File: config.mk
export PLATFORM = sky130hd
export DESIGN_NAME = simplify_arbiter_flat
export DESIGN_NICKNAME = d
export VERILOG_FILES = /design/src/rtl/rat_pkg.sv /design/src/rtl/simplify_arbiter_if.sv /design/src/rtl/simplify_arbiter_rr.sv /design/src/rtl/simplify_arbiter.sv /design/src/flat_wrapper.sv
export SDC_FILE = /design/constraint.sdc
export NUM_CORES = 1
export LEC_CHECK = 0
export ABC_AREA = 1
export CORE_AREA = 4 4 352 354
export CTS_BUF_LIST = sky130_fd_sc_hd__clkbuf_4 sky130_fd_sc_hd__clkbuf_8 sky130_fd_sc_hd__clkbuf_16
export CTS_CLUSTER_SIZE = 14
export DETAILED_ROUTE_END_ITERATION = 10
export DIE_AREA = 0 0 356 358
export DONT_BUFFER_PORTS = 1
export SLEW_MARGIN = 20
export SYNTH_ARGS = -nofsm -noshare
export SYNTH_HDL_FRONTEND = slang
export SYNTH_SLANG_ARGS = --single-unit
File: constraint.sdc
create_clock -name clk -period 5.07 [get_ports clk]
set_input_delay 0.507 -clock clk [delete_from_list [all_inputs] [get_ports clk]]
set_output_delay 0.507 -clock clk [all_outputs]
set_load 0.1 [all_outputs]
File: src/rtl/rat_pkg.sv
// rat_pkg: shared default operand width and the {valid, id, err} tag record carried beside the simplify pipeline
package rat_pkg;
  localparam int INT_WIDTH_DEF = 64;
  localparam int ID_W = 3;
  typedef struct packed {
    logic            valid;
    logic [ID_W-1:0] id;
    logic            err;
  } tag_t;
endpackage

File: src/rtl/simplify_arbiter_if.sv
// simplify_arbiter_if: request/ready bus, shared simplify operand/result bus, response bus and inflight count; slave=arbiter, master=environment
interface simplify_arbiter_if import rat_pkg::*; #(
  parameter int INT_WIDTH = INT_WIDTH_DEF,
  parameter int NUM_REQ = 4,
  parameter int SIMP_LATENCY = 1
);
  localparam int IDW = $clog2(NUM_REQ);
  localparam int IFW = $clog2(SIMP_LATENCY + 3);
  logic                         en;
  logic [NUM_REQ-1:0]           req_valid, req_ready;
  logic [NUM_REQ*INT_WIDTH-1:0] req_num, req_den;
  logic [INT_WIDTH-1:0]         simp_in_num, simp_in_den;
  logic [INT_WIDTH-2:0]         simp_out_num;
  logic [INT_WIDTH-1:0]         simp_out_den;
  logic                         rsp_valid, rsp_err;
  logic [IDW-1:0]               rsp_id;
  logic [INT_WIDTH-2:0]         rsp_num;
  logic [INT_WIDTH-1:0]         rsp_den;
  logic [IFW-1:0]               inflight;
  modport master (
    output en, req_valid, req_num, req_den, simp_out_num, simp_out_den,
    input  req_ready, simp_in_num, simp_in_den, rsp_valid, rsp_id, rsp_num, rsp_den, rsp_err, inflight
  );
  modport slave (
    input  en, req_valid, req_num, req_den, simp_out_num, simp_out_den,
    output req_ready, simp_in_num, simp_in_den, rsp_valid, rsp_id, rsp_num, rsp_den, rsp_err, inflight
  );
endinterface

File: src/rtl/simplify_arbiter_rr.sv
// rr_arbiter: round-robin grant (clk, rst, req_i, en_i -> one-hot grant_o, index gid_o); pointer moves past each winner
module rr_arbiter #(
  parameter int NUM_REQ = 4
) (
  input  logic                       clk,
  input  logic                       rst,
  input  logic [NUM_REQ-1:0]         req_i,
  input  logic                       en_i,
  output logic [NUM_REQ-1:0]         grant_o,
  output logic [$clog2(NUM_REQ)-1:0] gid_o
);
  localparam int IDW = $clog2(NUM_REQ);
  logic [IDW-1:0] ptr_q, ptr_d, j;
  logic hit;
  always_comb begin
    gid_o = '0;
    hit = 1'b0;
    j = '0;
    for (int k = NUM_REQ - 1; k >= 0; k--) begin
      j = IDW'((int'(ptr_q) + k) % NUM_REQ);
      if (en_i && req_i[j]) begin
        gid_o = j;
        hit = 1'b1;
      end
    end
    grant_o = NUM_REQ'(hit) << gid_o;
    ptr_d = !hit ? ptr_q : gid_o == IDW'(NUM_REQ - 1) ? '0 : gid_o + 1'b1;
  end
  always_ff @(posedge clk) ptr_q <= rst ? '0 : ptr_d;
endmodule

File: src/rtl/simplify_arbiter.sv
// simplify_arbiter: shares one simplify unit among NUM_REQ requesters (clk, rst, bus: req_*/en in, simp_* to/from unit, rsp_*/inflight out)
module simplify_arbiter import rat_pkg::*; #(
  parameter int INT_WIDTH = INT_WIDTH_DEF,
  parameter int THRESH_INDEX = 30,
  parameter int NUM_REQ = 4,
  parameter int SIMP_LATENCY = 1
) (
  input logic clk,
  input logic rst,
  simplify_arbiter_if.slave bus
);
  localparam int IDW = $clog2(NUM_REQ);
  localparam int IFW = $clog2(SIMP_LATENCY + 3);
  if (NUM_REQ < 2 || NUM_REQ > 8 || THRESH_INDEX < 0) begin : g_bad_param
    $error("simplify_arbiter: unsupported parameter set");
  end
  logic [NUM_REQ-1:0]   grant;
  logic [IDW-1:0]       gid;
  logic                 acc;
  logic [INT_WIDTH-1:0] sel_num, sel_den, num_q, den_q;
  tag_t                 tag_d;
  tag_t                 tag_q [SIMP_LATENCY+1];
  logic                 rsp_valid_q, rsp_err_q;
  logic [IDW-1:0]       rsp_id_q;
  logic [INT_WIDTH-2:0] rsp_num_q;
  logic [INT_WIDTH-1:0] rsp_den_q;
  logic [IFW-1:0]       inflight_q, inflight_d;
  rr_arbiter #(.NUM_REQ(NUM_REQ)) u_arb (
    .clk(clk),
    .rst(rst),
    .req_i(bus.req_valid),
    .en_i(bus.en & ~rst),
    .grant_o(grant),
    .gid_o(gid)
  );
  always_comb begin
    sel_num = '0;
    sel_den = '0;
    for (int i = 0; i < NUM_REQ; i++)
      if (grant[i]) begin
        sel_num = bus.req_num[i*INT_WIDTH +: INT_WIDTH];
        sel_den = bus.req_den[i*INT_WIDTH +: INT_WIDTH];
      end
    acc = |grant;
    tag_d = {acc, ID_W'(gid), ~|sel_den};
    inflight_d = inflight_q + IFW'(acc) - IFW'(rsp_valid_q);
  end
  // Tag stage SIMP_LATENCY lines up with simp_out_*; the response register captures both together.
  always_ff @(posedge clk) begin
    if (rst) begin
      num_q <= '0;
      den_q <= '0;
      tag_q <= '{default: '0};
      rsp_valid_q <= 1'b0;
      rsp_err_q <= 1'b0;
      rsp_id_q <= '0;
      rsp_num_q <= '0;
      rsp_den_q <= '0;
      inflight_q <= '0;
    end else begin
      if (acc) begin
        num_q <= sel_num;
        den_q <= sel_den;
      end
      tag_q[0] <= tag_d;
      for (int i = 1; i <= SIMP_LATENCY; i++) tag_q[i] <= tag_q[i-1];
      rsp_valid_q <= tag_q[SIMP_LATENCY].valid;
      if (tag_q[SIMP_LATENCY].valid) begin
        rsp_id_q <= IDW'(tag_q[SIMP_LATENCY].id);
        rsp_err_q <= tag_q[SIMP_LATENCY].err;
        rsp_num_q <= tag_q[SIMP_LATENCY].err ? '0 : bus.simp_out_num;
        rsp_den_q <= tag_q[SIMP_LATENCY].err ? '0 : bus.simp_out_den;
      end
      inflight_q <= inflight_d;
    end
  end
  assign bus.req_ready = grant;
  assign bus.simp_in_num = num_q;
  assign bus.simp_in_den = den_q;
  assign bus.rsp_valid = rsp_valid_q;
  assign bus.rsp_id = rsp_id_q;
  assign bus.rsp_err = rsp_err_q;
  assign bus.rsp_num = rsp_num_q;
  assign bus.rsp_den = rsp_den_q;
  assign bus.inflight = inflight_q;
endmodule

File: src/flat_wrapper.sv
// flat-port wrapper written by rule: the top's interface ports become plain ports
module simplify_arbiter_flat import rat_pkg::*;
#(
  parameter int INT_WIDTH = INT_WIDTH_DEF,
  parameter int THRESH_INDEX = 30,
  parameter int NUM_REQ = 4,
  parameter int SIMP_LATENCY = 1
)
  (clk, rst, bus_en, bus_req_valid, bus_req_num, bus_req_den, bus_simp_out_num, bus_simp_out_den, bus_req_ready, bus_simp_in_num, bus_simp_in_den, bus_rsp_valid, bus_rsp_id, bus_rsp_num, bus_rsp_den, bus_rsp_err, bus_inflight);
  simplify_arbiter_if #(.INT_WIDTH(INT_WIDTH), .NUM_REQ(NUM_REQ), .SIMP_LATENCY(SIMP_LATENCY)) bus_i ();
  input logic clk;
  input logic rst;
  input wire logic [$bits(bus_i.en)-1:0] bus_en;
  input wire logic [$bits(bus_i.req_valid)-1:0] bus_req_valid;
  input wire logic [$bits(bus_i.req_num)-1:0] bus_req_num;
  input wire logic [$bits(bus_i.req_den)-1:0] bus_req_den;
  input wire logic [$bits(bus_i.simp_out_num)-1:0] bus_simp_out_num;
  input wire logic [$bits(bus_i.simp_out_den)-1:0] bus_simp_out_den;
  output wire logic [$bits(bus_i.req_ready)-1:0] bus_req_ready;
  output wire logic [$bits(bus_i.simp_in_num)-1:0] bus_simp_in_num;
  output wire logic [$bits(bus_i.simp_in_den)-1:0] bus_simp_in_den;
  output wire logic [$bits(bus_i.rsp_valid)-1:0] bus_rsp_valid;
  output wire logic [$bits(bus_i.rsp_id)-1:0] bus_rsp_id;
  output wire logic [$bits(bus_i.rsp_num)-1:0] bus_rsp_num;
  output wire logic [$bits(bus_i.rsp_den)-1:0] bus_rsp_den;
  output wire logic [$bits(bus_i.rsp_err)-1:0] bus_rsp_err;
  output wire logic [$bits(bus_i.inflight)-1:0] bus_inflight;
  assign bus_i.en = bus_en;
  assign bus_i.req_valid = bus_req_valid;
  assign bus_i.req_num = bus_req_num;
  assign bus_i.req_den = bus_req_den;
  assign bus_i.simp_out_num = bus_simp_out_num;
  assign bus_i.simp_out_den = bus_simp_out_den;
  assign bus_req_ready = bus_i.req_ready;
  assign bus_simp_in_num = bus_i.simp_in_num;
  assign bus_simp_in_den = bus_i.simp_in_den;
  assign bus_rsp_valid = bus_i.rsp_valid;
  assign bus_rsp_id = bus_i.rsp_id;
  assign bus_rsp_num = bus_i.rsp_num;
  assign bus_rsp_den = bus_i.rsp_den;
  assign bus_rsp_err = bus_i.rsp_err;
  assign bus_inflight = bus_i.inflight;
  simplify_arbiter #(.INT_WIDTH(INT_WIDTH), .THRESH_INDEX(THRESH_INDEX), .NUM_REQ(NUM_REQ), .SIMP_LATENCY(SIMP_LATENCY)) u_core (.clk(clk), .rst(rst), .bus(bus_i));
endmodule
# After elaboration in Yosys (flattened, before gate mapping)
# Index checks and enable logic that the tools add are counted.
[word_totals]
register_bits = 271
input_bits = 646
output_inout_bits = 265
[classes]
n_addsub = 6
n_lt_le_gt_ge = 4
eq_ne = 1
shift = 1
mux = 27
bitwise_logic = 2
reduce_logical = 7
[ops]
columns = ["op", "n"]
rows = [
  ["2-to-1 mux 64 bit", 9],
  ["OR reduction 64 bit", 1],
  ["2-to-1 mux 63 bit", 1],
  ["< comparator 2 x 3 -> 1 bit, second input constant", 4],
  ["2-to-1 mux 2 bit", 5],
  ["binary-select mux 1 bit (select 2 bit)", 4],
  ["2-to-1 mux 1 bit", 8],
  ["adder 2 x 1 -> 2 bit, second input constant", 2],
  ["adder 2 bit, second input constant", 2],
  ["logical AND 1 bit", 4],
  ["OR reduction 4 bit", 1],
  ["left shift 1 x 2 -> 4 bit", 1],
  ["adder 2 x 1 -> 2 bit", 1],
  ["equality test 2 bit, second input constant", 1],
  ["subtractor 2 x 1 -> 2 bit", 1],
  ["AND 1 bit", 1],
  ["logical NOT 1 bit", 1],
  ["inverter 1 bit", 1],
]

# Logic depth before layout (Yosys ltp)
[depth]
depth_word = 15
depth_mapped = 23

# Cells and area by module
# A second synthesis with hierarchy kept.
[hier_totals]
hier_cells = 2029
area_unflattened_um2 = 13245.2
[modules_own_cells]
columns = ["module", "instances", "cells_each", "area_per_inst_um2", "seq_area_each_um2"]
rows = [
  ["simplify_arbiter", 1, 1943, 12748.5, 5385.2],
  ["rr_arbiter", 1, 86, 496.7, 40.0],
]

# Worst setup path before layout
# No wires, ideal clock.
[synth_path]
path_kind = "input to output"
start = "in rst"
end = "out bus_req_ready[2]"
t_arrival_ps = 2522
setup_slack_ps = 2041
stages = 13
n_path_buf = 4
cell_sequence = "buf_2 -> nor2_4 -> nand2_1 -> nor2_4 -> inv_1 -> nand2_1 -> nand2_1 -> nand2_2 -> inv_2 -> nor2_2 -> buf_2 -> buf_4 -> buf_2"
[synth_via]
elab_chain_len = 8
[synth_rtl]
columns = ["item", "line_no", "source"]
rows = [
  ["from (decl)", "flat_wrapper.sv:12", "input logic rst;"],
  ["inverter 1 bit *", "simplify_arbiter.sv:32", ".en_i(bus.en & ~rst),"],
  ["AND 1 bit *", "simplify_arbiter.sv:32", ""],
  ["logical AND 1 bit", "simplify_arbiter_rr.sv:21", "if (en_i && req_i[j]) begin"],
  ["2-to-1 mux 1 bit or 2-to-1 mux 2 bit (tied branches) (4 in series)", "simplify_arbiter_rr.sv:21", ""],
  ["left shift 1 x 2 -> 4 bit *", "simplify_arbiter_rr.sv:26", "grant_o = NUM_REQ'(hit) << gid_o;"],
  ["to (decl)", "flat_wrapper.sv:19", "output wire logic [$bits(bus_i.req_ready)-1:0] bus_req_ready;"],
]
# Mark *: on every way between the ends. The rest lies on a longest branch, timed or not.

# Final worst setup path
[layout_path]
start = "reg u_core.u_arb.ptr_q[1]"
end = "reg u_core.tag_q[5] (netlist bit)"
[layout_via]
elab_chain_len = 15
[layout_rtl]
columns = ["item", "line_no", "source"]
rows = [
  ["from (decl)", "simplify_arbiter_rr.sv:13", "logic [IDW-1:0] ptr_q, ptr_d, j;"],
  ["from (signal assigned)", "simplify_arbiter_rr.sv:29", "always_ff @(posedge clk) ptr_q <= rst ? '0 : ptr_d;"],
  ["adder 2 bit", "simplify_arbiter_rr.sv:20", "j = IDW'((int'(ptr_q) + k) % NUM_REQ);"],
  ["binary-select mux 1 bit (select 2 bit)", "simplify_arbiter_rr.sv:21", ""],
  ["2-to-1 mux 1 bit (not written as such)", "simplify_arbiter_rr.sv:21", ""],
  ["logical AND 1 bit", "simplify_arbiter_rr.sv:21", ""],
  ["2-to-1 mux 1 bit or 2-to-1 mux 2 bit (tied branches) (4 in series)", "simplify_arbiter_rr.sv:21", ""],
  ["left shift 1 x 2 -> 4 bit *", "simplify_arbiter_rr.sv:26", ""],
  ["2-to-1 mux 64 bit (3 in series)", "simplify_arbiter.sv:40", "if (grant[i]) begin"],
  ["2-to-1 mux 64 bit *", "simplify_arbiter.sv:40", ""],
  ["OR reduction 64 bit *", "simplify_arbiter.sv:45", "tag_d = {acc, ID_W'(gid), ~|sel_den};"],
  ["logical NOT 1 bit *", "simplify_arbiter.sv:45", ""],
  ["to (decl)", "simplify_arbiter.sv:22", "tag_t tag_q [SIMP_LATENCY+1];"],
]
# Mark *: on every way between the ends. The rest lies on a longest branch, timed or not. The select of a mux whose other input is x is not followed.
# A chain may end at the register's enable or synchronous reset.

==> impl_results.md <==
* Total negative slack at 0 ns
* Starting DRT DRC Count at roughly 1.6k
* Worst skew pair latency at a little over 0.6 ns
* PwrDens at around 900 nW/µm²
* Post-Syn Nets at 2,446
* Clock period minus worst slack at 4.28 ns
* Die X at roughly 360 µm
* Seq pwr share at 0.444
* Hold WC Path Type: input port to flop
* DR vias/cell at just under 4
* Max-slew headroom at 0.196
* Psw at slightly above 9 mW
* TritonCTS buffer count at 39
* Via count at ~14k
* Clock-pin transition on the worst setup and hold timing paths at approximately 0.060 ns
* Routed WL at 99,100 µm
* Yosys warning total at 0
* Setup Skew at between 0.04 and 0.05 ns
* Final Instance Area at 16,800 µm²
* Maximum vdd ir drop at 0.659 mV
* H-tree level count at 2
* ANT nets after route at 0
* First-pass GRT wire length at 123,000 µm
* Avg Inst Size Synth at a little under 7 µm²
* Met3 usage at 0.0914
* Die area at 127,000 µm²
* Fin crit share at 0.843
* Detailed placer's ending HPWL at between 80,000 and 90,000 µm
* Clk buf depth at 3
* Crit path kind: flop to flop
* Fillers at between 10k and 15k
* Fin. Hold Viols at 0
* Top-area cell type share of the netlist area at 0.444
* Outcome: finished clean
* Starting Density at 0.101
* Top Ports at ~910
* CP endpoint kind: flop
* First-pass DRT Iterations at 8
* TritonCTS clock tree: built
* RSZ-0062 raised after global routing: false
* GP Congestion at between 0.9 and 1
* DR WL/cell at 27.7 µm
* Worst-path fanout max at 35
* Buffers on Ports at 0
* Final worst slack at 0.794 ns
* Place WS at roughly 0.88 ns
* Post-synthesis cell area at 12,200 µm²
* Max-slew violation count at 0
* Rows at ~130
* Dpl cells at between 3k and 4k
* Area contributors post-synth: dfxtp_1, nand2_1, a21oi_1
* Yosys cell types at 29
* Sequential cell area at roughly 5400 µm²
* Initial antenna violation count at just under 90
* Met2 Use GR at 0.223
* Synth area leader: dfxtp_1
* Share of layout cells above drive strength 1 at 0.0798
* Gr busiest metal: met2
* GR Util met1 at 0.153
* Maximum capacitance violations at 0
* Area of the multi-input gates at 6110 µm²
* Register area share after synthesis at 0.444
* CTS sink count at around 270
* Combinational share of power at 0.366
* Tot GR Track Use at 0.144
* Final setup viols at 0
* Int Pwr at around 5.9 mW
* Layout Cells excl Fill at 3,573
* Slew at the pin closest to its max-slew limit at ~1.2 ns
* Die height at 358 µm
* Number of global-route vias before repair at 13.3k
* Cell count after synthesis at around 1.8k
* Final global-route overflow total at 0
* CTS Root Cell: clkbuf_16
* Final nets at roughly 2.5k
* Placed inst area at between 10,000 and 15,000 µm²
* Final Util at 0.139
* Leakage power total at between 6 and 7 nW
* CP Launch Type: flop
* Core ar. at 121,000 µm²
* Clk pwr share at 0.190
* Sw frac at 0.615
* Arrival time worst endpoint at 4.78 ns
* Drt drc at 0
* Area Overhead vs Synth at 37.4%
* Fmax at ~230 MHz
* Pin count of the biggest net entering global routing at ~170
* Reg2Reg Setup Slack at 0.79 ns
* Register bit total from synthesis at around 270
* Critical Path RT at approximately 5.6 ns
-- what timing repair did --
| action | CTS | global route |
|---|---|---|
| buffers inserted | 0 | 0 |
| gates resized for setup | 0 | 0 |
| hold buffers | 123 | 0 |
| endpoints found under the hold margin | 169 | 0 |
-- through the flow --
step	power (mW)	hold slack [ns]
final	15.2	0.0588
after global routing	16.0	0.0156
after CTS	15.4	0.000245
after detailed placement	12.2	0.395
after global placement	12.1	0.389
after floorplan	9.97	0.388
-- critical path, cell delays in order, from the launching register on --
cell      delay [ns]
dfxtp_1         0.49
clkinv_1        0.21
nand2_1         0.11
nand2_1         0.10
nand2_1         0.10
nand3_2         0.13
nand2_2         0.12
nand2_1         0.06
nand2_1         0.08
nand2_2         0.14
nor2_4          0.73
buf_4           0.36
inv_2           0.20
or2_0           0.25
nand2_1         0.10
nand2_1         0.07
nor2_1          0.49
nand3_1         0.14
nor2_1          0.15
nand2_1         0.06
nor2_1          0.10
-- power groups by stage --
stage | clock, mW | sequential [mW] | combinational [mW]
after floorplan | 0 | 6.98 | 2.99
after global placement | 0 | 6.78 | 5.34
after detailed placement | 0 | 6.79 | 5.43
after CTS | 3.02 | 6.76 | 5.66
after global routing | 3.08 | 6.82 | 6.09
final | 2.88 | 6.76 | 5.56
-- sequential cells by signal, summed over array words and instances, names as in the netlist --
| signal | cells |
|---|---|
| u_core.bus.inflight | 2 |
| u_core.u_arb.ptr_q | 2 |
| u_core.bus.simp_in_den | 64 |
| u_core.tag_q | 8 |
| u_core.bus.rsp_den | 64 |
| u_core.bus.rsp_id | 2 |
| u_core.bus.rsp_num | 63 |
| u_core.bus.simp_in_num | 64 |
| u_core.bus.rsp_err | 1 |
| u_core.bus.rsp_valid | 1 |
-- kinds of logic after synthesis --
group | synth area share
and+or+nand+nor | 0.369
buffers and inverters | 0.0597
AOI/OAI and AO/OA | 0.125
adders and majority gates | 0.00205
DFF | 0.444
xor gates and xnor gates | 0.000716
-- final timing paths --
check                                          start                                      end  cells after the start
setup / recovery  u_core.u_arb.ptr_q[1]$_SDFFE_PP0N_               u_core.tag_q[5]$_SDFF_PP0_                     20
hold reg to reg           u_core.tag_q[9]$_SDFF_PP0_               u_core.tag_q[4]$_SDFF_PP0_                      2
setup reg to reg  u_core.u_arb.ptr_q[1]$_SDFFE_PP0N_               u_core.tag_q[5]$_SDFF_PP0_                     20
hold / removal                      bus_req_num[223]  u_core.bus.simp_in_num[31]$_SDFFE_PP0P_                      2
-- cells in the mapped netlist --
master    instances
nand2_2           2
buf_1             6
clkbuf_1         78
ha_1              2
nand4_1          71
a21o_1            1
inv_2             4
dfxtp_1         271
nand3_2           1
or2_0             1
buf_6             1
buf_4             5
a22oi_1          16
a211oi_1          1
nand3_1         146
nor2_1          170
nor2_2            4
nor2_4            2
a21oi_1         186
a221oi_1         48
buf_2            43
clkinv_1          1
xor2_1            1
or2_2             2
nand2_1         691
inv_1            35
o22ai_1           1
nor3_4            1
o21ai_0           7
-- cell type report --
type,instances,share of cell area
inverters,40,0.00909
diodes,43,0.00641
clock buffers,50,0.0653
clock inverters,19,0.0126
well taps,1625,0.121
flip-flops and latches,271,0.324
multi-input cells,1354,0.364
repair buffers,171,0.0980
-- placed cells by master, fill, tap and decap left out, types with 2 or more instances in the layout --
master | Yosys | routed
inv_1 | 35 | 33
dlygate4sd3_1 | 0 | 122
or2_2 | 2 | 2
bufinv_16 | 0 | 2
buf_4 | 5 | 45
nand2_2 | 2 | 4
clkinv_4 | 0 | 2
inv_2 | 4 | 5
clkinvlp_4 | 0 | 4
clkbuf_8 | 0 | 6
buf_12 | 0 | 3
clkinv_2 | 0 | 4
nand3_1 | 146 | 146
nor2_2 | 4 | 2
clkbuf_4 | 0 | 5
nor2_4 | 2 | 7
inv_6 | 0 | 5
a221oi_1 | 48 | 48
nand4_1 | 71 | 71
nand2_1 | 691 | 689
clkbuf_16 | 0 | 39
nor2_1 | 170 | 167
o21ai_0 | 7 | 7
a22oi_1 | 16 | 16
a21oi_1 | 186 | 186
inv_16 | 0 | 2
ha_1 | 2 | 2
dfxtp_1 | 271 | 260
dfxtp_2 | 0 | 11
diode_2 | 0 | 43
-- per-layer routing --
layer / wire length, µm / vias up / share of wire
met3: 15400 / 249 / 0.16
met2: 43700 / 982 / 0.44
met5: 202 / - / 0.0020
li1: - / 6186 / -
met1: 34900 / 6663 / 0.35
met4: 4870 / 30 / 0.049
Power figures use the tool's default switching activity.
